### config.mk
export PLATFORM = sky130hd
export DESIGN_NAME = vga_timing_gen
export DESIGN_NICKNAME = d
export VERILOG_FILES = /design/src/rtl/vga_timing_gen.sv
export SDC_FILE = /design/constraint.sdc
export NUM_CORES = 1
export LEC_CHECK = 0
export ABC_CLOCK_PERIOD_IN_PS = 3950
export BUFFER_PORTS_ARGS = -buffer_cell sky130_fd_sc_hd__buf_2
export CAP_MARGIN = 5
export CORE_MARGIN = 2
export CORE_UTILIZATION = 25
export CTS_CLUSTER_SIZE = 8
export DETAILED_ROUTE_END_ITERATION = 6
export MAX_ROUTING_LAYER = met4
export PLACE_DENSITY = 0.52
export SLEW_MARGIN = 25
export SYNTH_ARGS = -nofsm -noshare
export SYNTH_HDL_FRONTEND = slang
export SYNTH_SLANG_ARGS = --single-unit
### constraint.sdc
create_clock -name Clk -period 3.95 [get_ports Clk]
set_clock_uncertainty 0.2 [all_clocks]
set_input_delay 0.5925 -clock Clk [delete_from_list [all_inputs] [get_ports Clk]]
set_output_delay 0.5925 -clock Clk [all_outputs]
set_load 0.01 [all_outputs]
### src/rtl/vga_timing_gen.sv
// vga_timing_gen: VGA raster timing (pixel phase, counters, blank) with delayed syncs,
// a frame-start pulse and a free-running frame counter.
module vga_timing_gen #(
  parameter int H_VISIBLE  = 640,
  parameter int H_FRONT    = 16,
  parameter int H_SYNC     = 96,
  parameter int H_BACK     = 48,
  parameter int V_VISIBLE  = 480,
  parameter int V_FRONT    = 10,
  parameter int V_SYNC     = 2,
  parameter int V_BACK     = 33,
  parameter int PIPE_DELAY = 2
) (
  input  logic        Clk,
  input  logic        Reset_n,
  output logic        vga_clk,
  output logic [9:0]  DrawX,
  output logic [9:0]  DrawY,
  output logic        blank,
  output logic        hs,
  output logic        vs,
  output logic        frame_clk,
  output logic        frame_start,
  output logic [15:0] frame_count
);
  localparam int H_TOTAL = H_VISIBLE + H_FRONT + H_SYNC + H_BACK;
  localparam int V_TOTAL = V_VISIBLE + V_FRONT + V_SYNC + V_BACK;
  localparam logic [9:0] H_MAX = 10'(H_TOTAL - 1);
  localparam logic [9:0] V_MAX = 10'(V_TOTAL - 1);
  localparam logic [9:0] H_VIS = 10'(H_VISIBLE);
  localparam logic [9:0] V_VIS = 10'(V_VISIBLE);
  localparam logic [9:0] HS_LO = 10'(H_VISIBLE + H_FRONT);
  localparam logic [9:0] HS_HI = 10'(H_VISIBLE + H_FRONT + H_SYNC);
  localparam logic [9:0] VS_LO = 10'(V_VISIBLE + V_FRONT);
  localparam logic [9:0] VS_HI = 10'(V_VISIBLE + V_FRONT + V_SYNC);
  logic       ph, pix_ce, h_wrap, f_wrap, hs_raw, vs_raw, vs_raw_next;
  logic [9:0] hc, vc, hc_next, vc_next;
  assign pix_ce  = ph;
  assign vga_clk = ph;
  assign DrawX   = hc;
  assign DrawY   = vc;
  always_comb begin
    h_wrap      = pix_ce && (hc == H_MAX);
    f_wrap      = h_wrap && (vc == V_MAX);
    hc_next     = !pix_ce ? hc : h_wrap ? '0 : hc + 10'd1;
    vc_next     = !h_wrap ? vc : (vc == V_MAX) ? '0 : vc + 10'd1;
    blank       = (hc < H_VIS) && (vc < V_VIS);
    hs_raw      = !((hc >= HS_LO) && (hc < HS_HI));
    vs_raw      = !((vc >= VS_LO) && (vc < VS_HI));
    vs_raw_next = !((vc_next >= VS_LO) && (vc_next < VS_HI));
  end
  // frame_clk is loaded from the counters being written, so it equals ~vs_raw outside reset
  always_ff @(posedge Clk)
    if (!Reset_n) begin
      ph          <= 1'b0;
      hc          <= '0;
      vc          <= '0;
      frame_clk   <= 1'b1;
      frame_start <= 1'b0;
      frame_count <= '0;
    end else begin
      ph          <= ~ph;
      hc          <= hc_next;
      vc          <= vc_next;
      frame_clk   <= ~vs_raw_next;
      frame_start <= f_wrap;
      frame_count <= frame_count + 16'(f_wrap);
    end
  generate
    if (PIPE_DELAY == 0) begin : g_nodly
      assign hs = hs_raw;
      assign vs = vs_raw;
    end else begin : g_dly
      logic [PIPE_DELAY-1:0] hs_d, vs_d;
      always_ff @(posedge Clk)
        if (!Reset_n) begin
          hs_d <= '1;
          vs_d <= '1;
        end else if (pix_ce) begin
          hs_d <= (hs_d << 1) | PIPE_DELAY'(hs_raw);
          vs_d <= (vs_d << 1) | PIPE_DELAY'(vs_raw);
        end
      assign hs = hs_d[PIPE_DELAY-1];
      assign vs = vs_d[PIPE_DELAY-1];
    end
  endgenerate
endmodule

Word-level counts from Yosys, hierarchy flattened:

Cells that the tools add are included.

* bits in registers: 43
* bits of input ports: 2

* add/subtract/negate cells: 3
* order comparisons: 8
* eq/ne operators: 2
* mux-type cells: 3
* bitwise operators: 3
* reductions and logical operators: 8

Operators by type and width (number)
* $lt A10 B9 Y1 const B: 3
* $mux W10: 3
* $add A10 B1 Y10 const B: 2
* $eq A10 B10 Y1 const B: 2
* $ge A10 B9 Y1 const B: 2
* $lt A10 B10 Y1 const B: 2
* $add A16 B1 Y16: 1
* $ge A10 B10 Y1 const B: 1
* $logic_and A1 B1 Y1: 6
* $or A2 B1 Y2: 2
* $logic_not A1 Y1: 2
* $not A1 Y1: 1

Logic depth before layout (Yosys ltp):

Gate-level depths: netlist of run 1.

* word-level depth: 5
* depth in mapped cells: 12
* depth with buffers taken out: 11

Worst setup path after synthesis of run 1:

OpenSTA, ideal clock, no wires.

* path kind: reg-to-reg
* from: register hc[5] (netlist: DrawX[5])
* to: register frame_count[11]
* setup time: 0.076 ns
* data arrival time: 2.638 ns
* required time: 3.674 ns
* path slack: 1.036 ns
* cell stages (with the launch flop): 13
* buffers on the path: 3
* clock period less this slack: 2.914 ns
* cells stage by stage: dfxtp_1 -> buf_6 -> nor4b_4 -> and4_1 -> clkbuf_1 -> and2_1 -> ha_1 -> and4_1 -> nand2_1 -> or3_1 -> clkbuf_1 -> or3_1 -> a21boi_0

* word-level cells in the longest chain between the ends: 4

Ends and longest elaborated chain
* start, declared: RTL line 37 `logic [9:0] hc, vc, hc_next, vc_next;`
* start signal, assigned: RTL line 63 `hc <= hc_next;`
* $eq A10 B10 Y1: RTL line 43 `h_wrap = pix_ce && (hc == H_MAX);`
* $logic_and A1 B1 Y1: RTL line 43
* $logic_and A1 B1 Y1: RTL line 44 `f_wrap = h_wrap && (vc == V_MAX);`
* net f_wrap: RTL line 36 `logic ph, pix_ce, h_wrap, f_wrap, hs_raw, vs_raw, vs_raw_next;`
* $add A16 B1 Y16: RTL line 67 `frame_count <= frame_count + 16'(f_wrap);`
* end signal, assigned: RTL line 67
* end, declared: RTL line 24 `output logic [15:0] frame_count`

The timed path passes the listed nets, and every way through them passes these cells.
A chain may end at the register's enable or synchronous reset.

Worst setup path in the final report of run 1:

Ends and elaborated chain as after synthesis.

==> results of run 1 <==
[power by group through the flow]
stage,registers (mW),logic [mW],clock network (mW)
2_1_floorplan,0.451,0.0133,0
3_3_place_gp,0.449,0.0237,0
3_5_place_dp,0.449,0.0239,0
4_1_cts,0.439,0.0241,0.380
5_1_grt,0.440,0.0265,0.404
6_report,0.439,0.0232,0.369
[Yosys cell counts (3+ instances only)]
library cell	n	area (µm²)
or3_1	5	31.3
inv_1	6	22.5
clkbuf_1	10	37.5
mux2i_1	3	30.0
nand4_1	12	75.1
a21boi_0	4	30.0
nand2_1	18	67.6
a21oi_1	8	40.0
nor2_1	12	45.0
nor3_1	8	40.0
and3_1	8	50.1
o21ai_0	10	50.1
nand3_1	8	40.0
and2_1	20	125
xnor2_1	15	131
nor2b_1	5	31.3
xor2_1	7	61.3
ha_1	6	75.1
o211a_1	3	30.0
and4_1	3	26.3
dfxtp_1	43	861
[flip-flops by register name, indices dropped and copies added, names as in the netlist]
signal / flops
frame_clk: 1
g_dly.vs_d: 2
frame_count: 16
DrawX: 10
vga_clk: 1
frame_start: 1
g_dly.hs_d: 2
DrawY: 10
[final cells by class]
type | count | area [µm²] | area share
multi-input cells | 183 | 1250 | 0.476
flip-flops and latches | 43 | 861 | 0.329
repair buffers | 45 | 230 | 0.0880
well taps | 108 | 135 | 0.0517
clock buffers | 6 | 82.6 | 0.0316
clock inverters | 2 | 38.8 | 0.0148
inverters | 6 | 22.5 | 0.00861
[kinds of logic after synthesis]
| family | Yosys count |
|---|---|
| and+or+nand+nor | 117 |
| buffers and inverters | 19 |
| AOI/OAI and AO/OA | 35 |
| xor gates and xnor gates | 22 |
| DFF | 43 |
| adders and majority gates | 6 |
| muxes | 3 |
[layer usage]
metal | vias up | global-route usage | routed length, µm
met5 | - | - | 0
met4 | 0 | 0.0256 | 51
met3 | 5 | 0.0417 | 289
met2 | 49 | 0.165 | 2260
met1 | 852 | 0.156 | 2600
li1 | 945 | - | -
[worst max-delay path by stage]
stage	endpoint	startpoint	slack, ps	cells past startpoint
6_report	frame_count[11]	DrawX[5]	850	10
5_1_grt	frame_count[13]	DrawX[5]	620	10
4_1_cts	frame_count[11]	DrawX[5]	860	10
3_5_place_dp	frame_count[15]	DrawX[5]	900	10
3_3_place_gp	frame_count[15]	DrawX[5]	940	10
2_1_floorplan	frame_count[11]	DrawX[5]	1040	12
[layout by cell type, fill, tap and decap left out, drive strengths merged, types with 8 or more instances in the layout]
master and count:
nand3 9, nand2 19, nor3 8, xnor2 15, and3 8, nor2 12, nand4 13, buf 45
dfxtp 43, o21ai 10, a21oi 8, and2 20
[worst reg2reg max path, delay by kind of cell, from the launching register on]
family	cells	cell delay (ps)
buffers and inverters	1	200
DFF	1	410
adders and majority gates	1	210
and+or+nand+nor	7	1830
AOI/OAI and AO/OA	1	170
==> impl_metrics.toml, run 1 <==
[run_status]
status = "finished, final reports clean"

[timing]
final-setup-viol-count = 0
fin_crit_ps = 3100
slew-limit-headroom = 0.615
rsz0062_at_grt = "no"
whs_ps = 277
fmax_ghz = 0.323
drv_slew = 0
final-hold-violation-count = 0
tightest_slew_ps = 578
fin_crit_sh = 0.784
setup_tns_ps = 0
setup_ws_ps = 855

[synthesis]
yosysSeqAreaShare = 0.392
synth_edf_count = 0
synth_top_family_by_area = "simple AND/OR/NAND/NOR gates"
yosys_register_bits = 43
ys_async_sr_fraction = 0
ys_types = 46
synth_compound_area_frac = 0.111
synth-simple-area-share = 0.322
synth_adder_area_share = 0.0342
avgSynthCellArea_um2 = 8.96
synth_mux_area_frac = 0.0137
yosys.area_share.xor_xnor = 0.0878
ys.flop_type = "dfxtp_1"
synth_nets = 253
synth_cells = 245
synth_warnings = 0
syn_area_um2 = 2190

[routing]
drtIter0Drc = 115
routed_wl_um = 5200
drc = 0
routedWlPerCell_um = 13.2
via_count = 1851
first_pass_iters = 4
vias_per_cell = 4.71
drtAntennaViolNets = 0

[grt]
grt_pass1_wl_um = 8800
grt_overflow = 0
grt_pass1_vias = 1697
grt_max_degree = 38
antenna_found_initial = 0
grt_use_total = 0.115

[power]
power.total_mw = 0.831
ir_drop_mv = 0.187
swShare = 0.215
intPower_mw = 0.652
switchingPower_mw = 0.179
power.leakage_nw = 1.08
power_density_nw_per_um2 = 318
pwr-share-seq = 0.528
clkPwrFrac = 0.444
combPwrFrac = 0.028

[flow_run]
cap_violations = 0

[worst_hold_path]
min_path_cells = 2
worstHoldPathType = "flop to flop"
min_from = "g_dly.hs_d[1]"
holdPathEnd = "g_dly.hs_d[1]"

[worst_setup_path]
critPathTopFamily = "simple AND/OR/NAND/NOR gates"
worst-r2r-setup-slack_ps = 850
required_ps = 3980
crit_slowest_cell = "or3_1"
critPathArrivalTime_ps = 3120
worstRegToRegCells = 10
r2r-end = "frame_count[11]"
worstSetupPathType = "flop to flop"
path_max_fanout = 15
end_kind = "flop"
r2r_start = "DrawX[5]"
worstPathCellList = "nor4b_4 -> and4_1 -> buf_4 -> and2_1 -> ha_1 -> and4_1 -> nand2_1 -> or3_1 -> or3_1 -> a21boi_0"
path_buf_inv = 1
cp-start-kind = "flop"
slowest_delay_ps = 420

[cts]
h-tree-depth = 2
postCtsHoldBufs = 0
cts_buffers = 5
cts_root_buf = "clkbuf_8"
post_cts_resized = 0
cts.sink_count = 43
clockBufferDepth = 2
cts_tree = "done"
path_clk_slew_ps = 90
post_cts_buffers = 0
clkLatencyLatePin_ps = 300

[finish]
drive_gt1_frac = 0.218
antenna_cells = 0
fin_cells = 393
area_delta_synth_final_pct = 19.2
final_area_um2 = 2620
fill_cells = 939
nNetsFinal = 292
final_util = 0.303

[placed_design]
port-buffer-count = 43
gp_congestion = 0.807
hpwl_um = 3670
placed_cells = 385
post-place-ws_ps = 895
dpl_cell_area_um2 = 2490

[die]
die_width_um = 97.7
io_pins = 44
die_height_um = 97.7
initial_utilization = 0.254
core_area_um2 = 8640
rows = 34
die_area_um2 = 9540
Power figures use the tool's default switching activity.
==> inputs of run 2 (changes only) <==
Settings changed: ABC_CLOCK_PERIOD_IN_PS 3950 to 2600, PLACE_DENSITY 0.52 to 0.53.
Clock period 3.95 ns to 2.6 ns, I/O delays scaled along.
==> run 2 against run 1 <==
Net effect: the run now ends with setup timing left; maximum frequency up 19%; die area unchanged; global-route usage is 0.89 points higher; total power increased by 37%; non-clock buffer count up 33; combinational power up 84%; cell count grew 8.1%; core utilization is 2.9 points higher; critical path type unchanged; highest routed layer unchanged.
==> impl_metrics.toml, run 2 (synthesis gave the netlist of run 1 again) <==
[run_status]
status = "finished, violations left"
violations = "setup timing"

[die]
initial_utilization = 0.254
rows = 34
io_pins = 44
core_area_um2 = 8640
die_width_um = 97.7
die_area_um2 = 9540
die_height_um = 97.7

[worst_setup_path]
r2r_start = "DrawX[6]"
r2r-end = "frame_count[9]"
worst-r2r-setup-slack_ps = -8
end_kind = "flop"
worstSetupPathType = "flop to flop"
required_ps = 2600
slowest_delay_ps = 420
cp-start-kind = "flop"
critPathTopFamily = "simple AND/OR/NAND/NOR gates"
worstPathCellList = "nor4b_4 -> and4_1 -> and2_4 -> ha_4 -> and4_4 -> nand2_2 -> or3_4 -> buf_4 -> xnor2_1 -> and2_1"
path_max_fanout = 7
path_buf_inv = 1
worstRegToRegCells = 10
crit_slowest_cell = "or3_4"
critPathArrivalTime_ps = 2600

[timing]
fin_crit_ps = 2610
fin_crit_sh = 1.00
fmax_ghz = 0.383
slew-limit-headroom = 0.739
setup_tns_ps = -7.77
setup_ws_ps = -7.77
tightest_slew_ps = 391
rsz0062_at_grt = "yes"
drv_slew = 0
final-hold-violation-count = 0
final-setup-viol-count = 1

[finish]
largest_register = "frame_count"
area_delta_synth_final_pct = 30.7
nNetsFinal = 325
drive_gt1_frac = 0.334
largest_register_ffs = 16
seqCellArea_um2 = 868
antenna_cells = 0
layout_common_cells = "43 x buf_2, 37 x dfxtp_1, 35 x buf_4"
final_common_cell = "buf_2"
fill_cells = 921
multi_input_area_um2 = 1280

[worst_hold_path]
min_from = "Reset_n"
min_path_cells = 2
worstHoldPathType = "input port to flop"
holdPathEnd = "frame_clk"

[cts]
cts_buffers = 5
cts_root_buf = "clkbuf_8"
cts_tree = "done"
cts.sink_count = 43
clockBufferDepth = 2
h-tree-depth = 2
clkLatencyLatePin_ps = 290
path_clk_slew_ps = 80

[power]
power_density_nw_per_um2 = 396
intPower_mw = 0.887
power.total_mw = 1.14
power.leakage_nw = 1.25
clkPwrFrac = 0.377
swShare = 0.219
combPwrFrac = 0.038
switchingPower_mw = 0.248
ir_drop_mv = 0.164
pwr-share-seq = 0.585

[grt]
grt_pass1_wl_um = 9450
grt_max_degree = 24
grt_overflow = 0
grt_pass1_vias = 1877
grt_use_total = 0.124
antenna_found_initial = 0

[routing]
first_pass_iters = 4
drtAntennaViolNets = 0
vias_per_cell = 4.75
routedWlPerCell_um = 13.4
via_count = 2019
drtIter0Drc = 63
drc = 0
routed_wl_um = 5700

[placed_design]
port-buffer-count = 43
hpwl_um = 4200
post-place-ws_ps = -55.1
gp_congestion = 0.888

[flow_run]
cap_violations = 0
[run 2: area by class of cell]
type                       instances  area share
clock buffer                       6      0.0288
sequential                        43       0.303
clock inverter                     1     0.00175
tap                              108      0.0471
timing repair buffer              78       0.167
inverter                           6     0.00785
multi-input combinational        183       0.445
[run 2: routing by layer]
layer	up-vias	part of all wire	track usage
li1	1004	-	-
met1	953	0.46	0.159
met2	52	0.48	0.195
met3	10	0.045	0.0273
met4	0	0.016	0.0417
met5	-	0	-
[run 2: timing repair]
action / CTS / global route
setup endpoints to repair: 3 / 8
pin swaps: 1 / 8
endpoints found under the hold margin: 0 / 0
hold buffers: 0 / 0
resized for setup: 1 / 3
setup buffers: 1 / 4
[run 2: power by group through the flow]
stage | Sequential [mW] | Combinational [mW] | Clock, mW
finish | 0.664 | 0.0428 | 0.429
global route | 0.665 | 0.0474 | 0.469
CTS | 0.664 | 0.0433 | 0.447
detailed placement | 0.680 | 0.0431 | 0
global placement | 0.680 | 0.0428 | 0
floorplan | 0.685 | 0.0203 | 0
[run 2: worst max-delay path by stage]
stage               startpoint         endpoint  slack (ps)  depth (start not counted)
floorplan             DrawX[5]  frame_count[11]        -110                         12
global placement      DrawX[7]  frame_count[11]           4                          9
detailed placement    DrawX[7]  frame_count[15]         -60                          9
CTS                   DrawX[7]  frame_count[13]           7                          9
global route          DrawX[6]  frame_count[11]        -150                          9
finish                DrawX[6]   frame_count[9]          -8                         10
[run 2: stage by stage]
stage	hold slack (ps)	instances	utilization	cell area (µm²)
after floorplan	240	245	-	2230
after CTS	266	421	0.327	2830
after detailed placement	258	413	0.316	2730
after global placement	251	413	0.316	2730
after global routing	291	425	0.332	2870
final	270	425	0.332	2870
[run 2: worst reg2reg max path, stage by stage, from the launching register on]
cell     delay [ps]
dfxtp_2         340
nor4b_4         280
and4_1          250
and2_4          170
ha_4            140
and4_4          240
nand2_2          60
or3_4           420
buf_4           160
xnor2_1         110
and2_1          150
==> inputs of run 3 (changes only) <==
Settings changed: CORE_ASPECT_RATIO from default to 0.7.
==> run 3 against run 2 <==
Net effect: critical path depth shrank 1; cell count grew 2.1%; largest cell class unchanged; combinational power shrank 2%; the flow still finishes with violations (setup timing); register-to-register slack is essentially flat; count of clock-buffer cells in the layout is 1 lower; core utilization grew 1.4 points; first-iteration DRC count increased by 6.3%; maximum frequency is essentially flat; clock power up 72%; worst setup slack lost 1.4 ps; hold slack gained 5.1 ps; global-route usage grew 0.32 points.
==> impl_metrics.toml, run 3 (synthesis gave the netlist of run 1 again) <==
[run_status]
status = "finished, violations left"
violations = "setup timing"

[placed_design]
dpl_cell_area_um2 = 2730
post-place-ws_ps = -53.6
gp_congestion = 0.809
placed_cells = 423
hpwl_um = 4120
port-buffer-count = 43

[routing]
drtAntennaViolNets = 0
drc = 0
first_pass_iters = 4
routedWlPerCell_um = 13.0
via_count = 1943
drtIter0Drc = 67
vias_per_cell = 4.48
routed_wl_um = 5620

[power]
ir_drop_mv = 0.234
power.leakage_nw = 1.26
power_density_nw_per_um2 = 491
power.total_mw = 1.44

[grt]
grt_use_total = 0.127
grt_max_degree = 27
grt_pass1_wl_um = 9160
grt_overflow = 0
grt_pass1_vias = 1818
antenna_found_initial = 0

[finish]
drive_gt1_frac = 0.328
final_util = 0.347
area_delta_synth_final_pct = 33.9
largest_register_ffs = 16
nNetsFinal = 321
fin_cells = 434
largest_register = "frame_count"
seqCellArea_um2 = 868
layout_common_cells = "43 x buf_2, 37 x dfxtp_1, 31 x buf_4"
final_area_um2 = 2940
fill_cells = 911
final_common_cell = "buf_2"
antenna_cells = 0
multi_input_area_um2 = 1280

[worst_setup_path]
end_kind = "flop"
r2r-end = "frame_count[13]"
required_ps = 2620
path_max_fanout = 6
cp-start-kind = "flop"
crit_slowest_cell = "or3_4"
r2r_start = "DrawX[5]"
endpoint = "frame_count[13]"
worstRegToRegCells = 9
worstPathCellList = "nor4b_4 -> and4_1 -> and2_4 -> ha_4 -> and4_4 -> nand2_2 -> or3_4 -> or3_1 -> a21boi_1"
slowest_delay_ps = 420
path_buf_inv = 0
crit_cells = 9
startpoint = "DrawX[5]"
worstSetupPathType = "flop to flop"
critPathTopFamily = "simple AND/OR/NAND/NOR gates"
critPathArrivalTime_ps = 2630
worst-r2r-setup-slack_ps = -9

[cts]
h-tree-depth = 2
cts_root_buf = "clkbuf_16"
cts_buffers = 5
cts.sink_count = 43
clkLatencyLatePin_ps = 280
path_clk_slew_ps = 70
postCtsHoldBufs = 0
clockBufferDepth = 2
cts_tree = "done"

[die]
die_height_um = 82.4
initial_utilization = 0.259
rows = 28
io_pins = 44
core_area_um2 = 8480
die_width_um = 116
die_area_um2 = 9560

[timing]
setup_ws_ps = -9.14
tightest_slew_ps = 423
final-hold-violation-count = 0
final-setup-viol-count = 1
slew-limit-headroom = 0.718
fin_crit_sh = 1.00
rsz0062_at_grt = "yes"
fin_crit_ps = 2610
drv_slew = 0
fmax_ghz = 0.383

[worst_hold_path]
worstHoldPathType = "flop to flop"

[flow_run]
cap_violations = 0
[run 3: changes by cell type in the layout (fill, tap and decap cells not counted)]
| cell | previous run | this run |
|---|---|---|
| clkinv_2 | 1 | 0 |
| clkbuf_16 | 0 | 5 |
| bufinv_16 | 0 | 1 |
| clkbuf_8 | 6 | 0 |
| inv_6 | 0 | 1 |
| buf_4 | 35 | 31 |
| clkinv_4 | 0 | 1 |
[run 3: layout make-up]
type,count,share of cell area
flip-flops and latches,43,0.296
multi-input cells,183,0.434
repair buffers,74,0.152
inverters,6,0.00767
clock inverters,3,0.0162
well taps,120,0.0511
clock buffers,5,0.0426
[run 3: stage by stage]
stage                     hold WS, ps  TNS [ps]
after global placement            258         0
after CTS                         285         0
after floorplan                   240      -327
after global routing              322      -440
final                             275     -9.14
after detailed placement          265      -119
[run 3: tightest hold or removal path, delay by kind of cell (launching register included)]
family,cells,cell delay [ps]
flip-flops,1,330
AND/OR/NAND/NOR,1,60
multiplexers,1,60
[run 3: worst min-delay path by stage]
| stage | from | end | depth (start not counted) |
|---|---|---|---|
| 2_1_floorplan | g_dly.vs_d[0] | g_dly.vs_d[1] | 2 |
| 3_3_place_gp | g_dly.hs_d[1] | g_dly.hs_d[1] | 2 |
| 3_5_place_dp | g_dly.hs_d[1] | g_dly.hs_d[1] | 2 |
| 4_1_cts | g_dly.hs_d[1] | g_dly.hs_d[1] | 2 |
| 5_1_grt | g_dly.vs_d[1] | g_dly.vs_d[1] | 2 |
| 6_report | g_dly.hs_d[1] | g_dly.hs_d[1] | 2 |
[run 3: timing repair]
item                       in CTS  in global routing
setup endpoints to repair       3                  6
buffers inserted                1                  2
pin swaps                       1                 10
cloned                          0                  0
gates resized for setup         1                  3
[run 3: metal layers]
metal,share of wire,track usage,vias to the layer above
met5,0,-,-
met4,0.0064,0.0345,0
met3,0.052,0.0285,5
met2,0.41,0.175,51
met1,0.53,0.186,882
li1,-,-,1005
[run 3: power breakdown]
part           total (mW)  switching [mW]  internal (mW)
clock               0.737           0.279          0.459
combinational      0.0418          0.0253         0.0165
sequential          0.665         0.00179          0.663
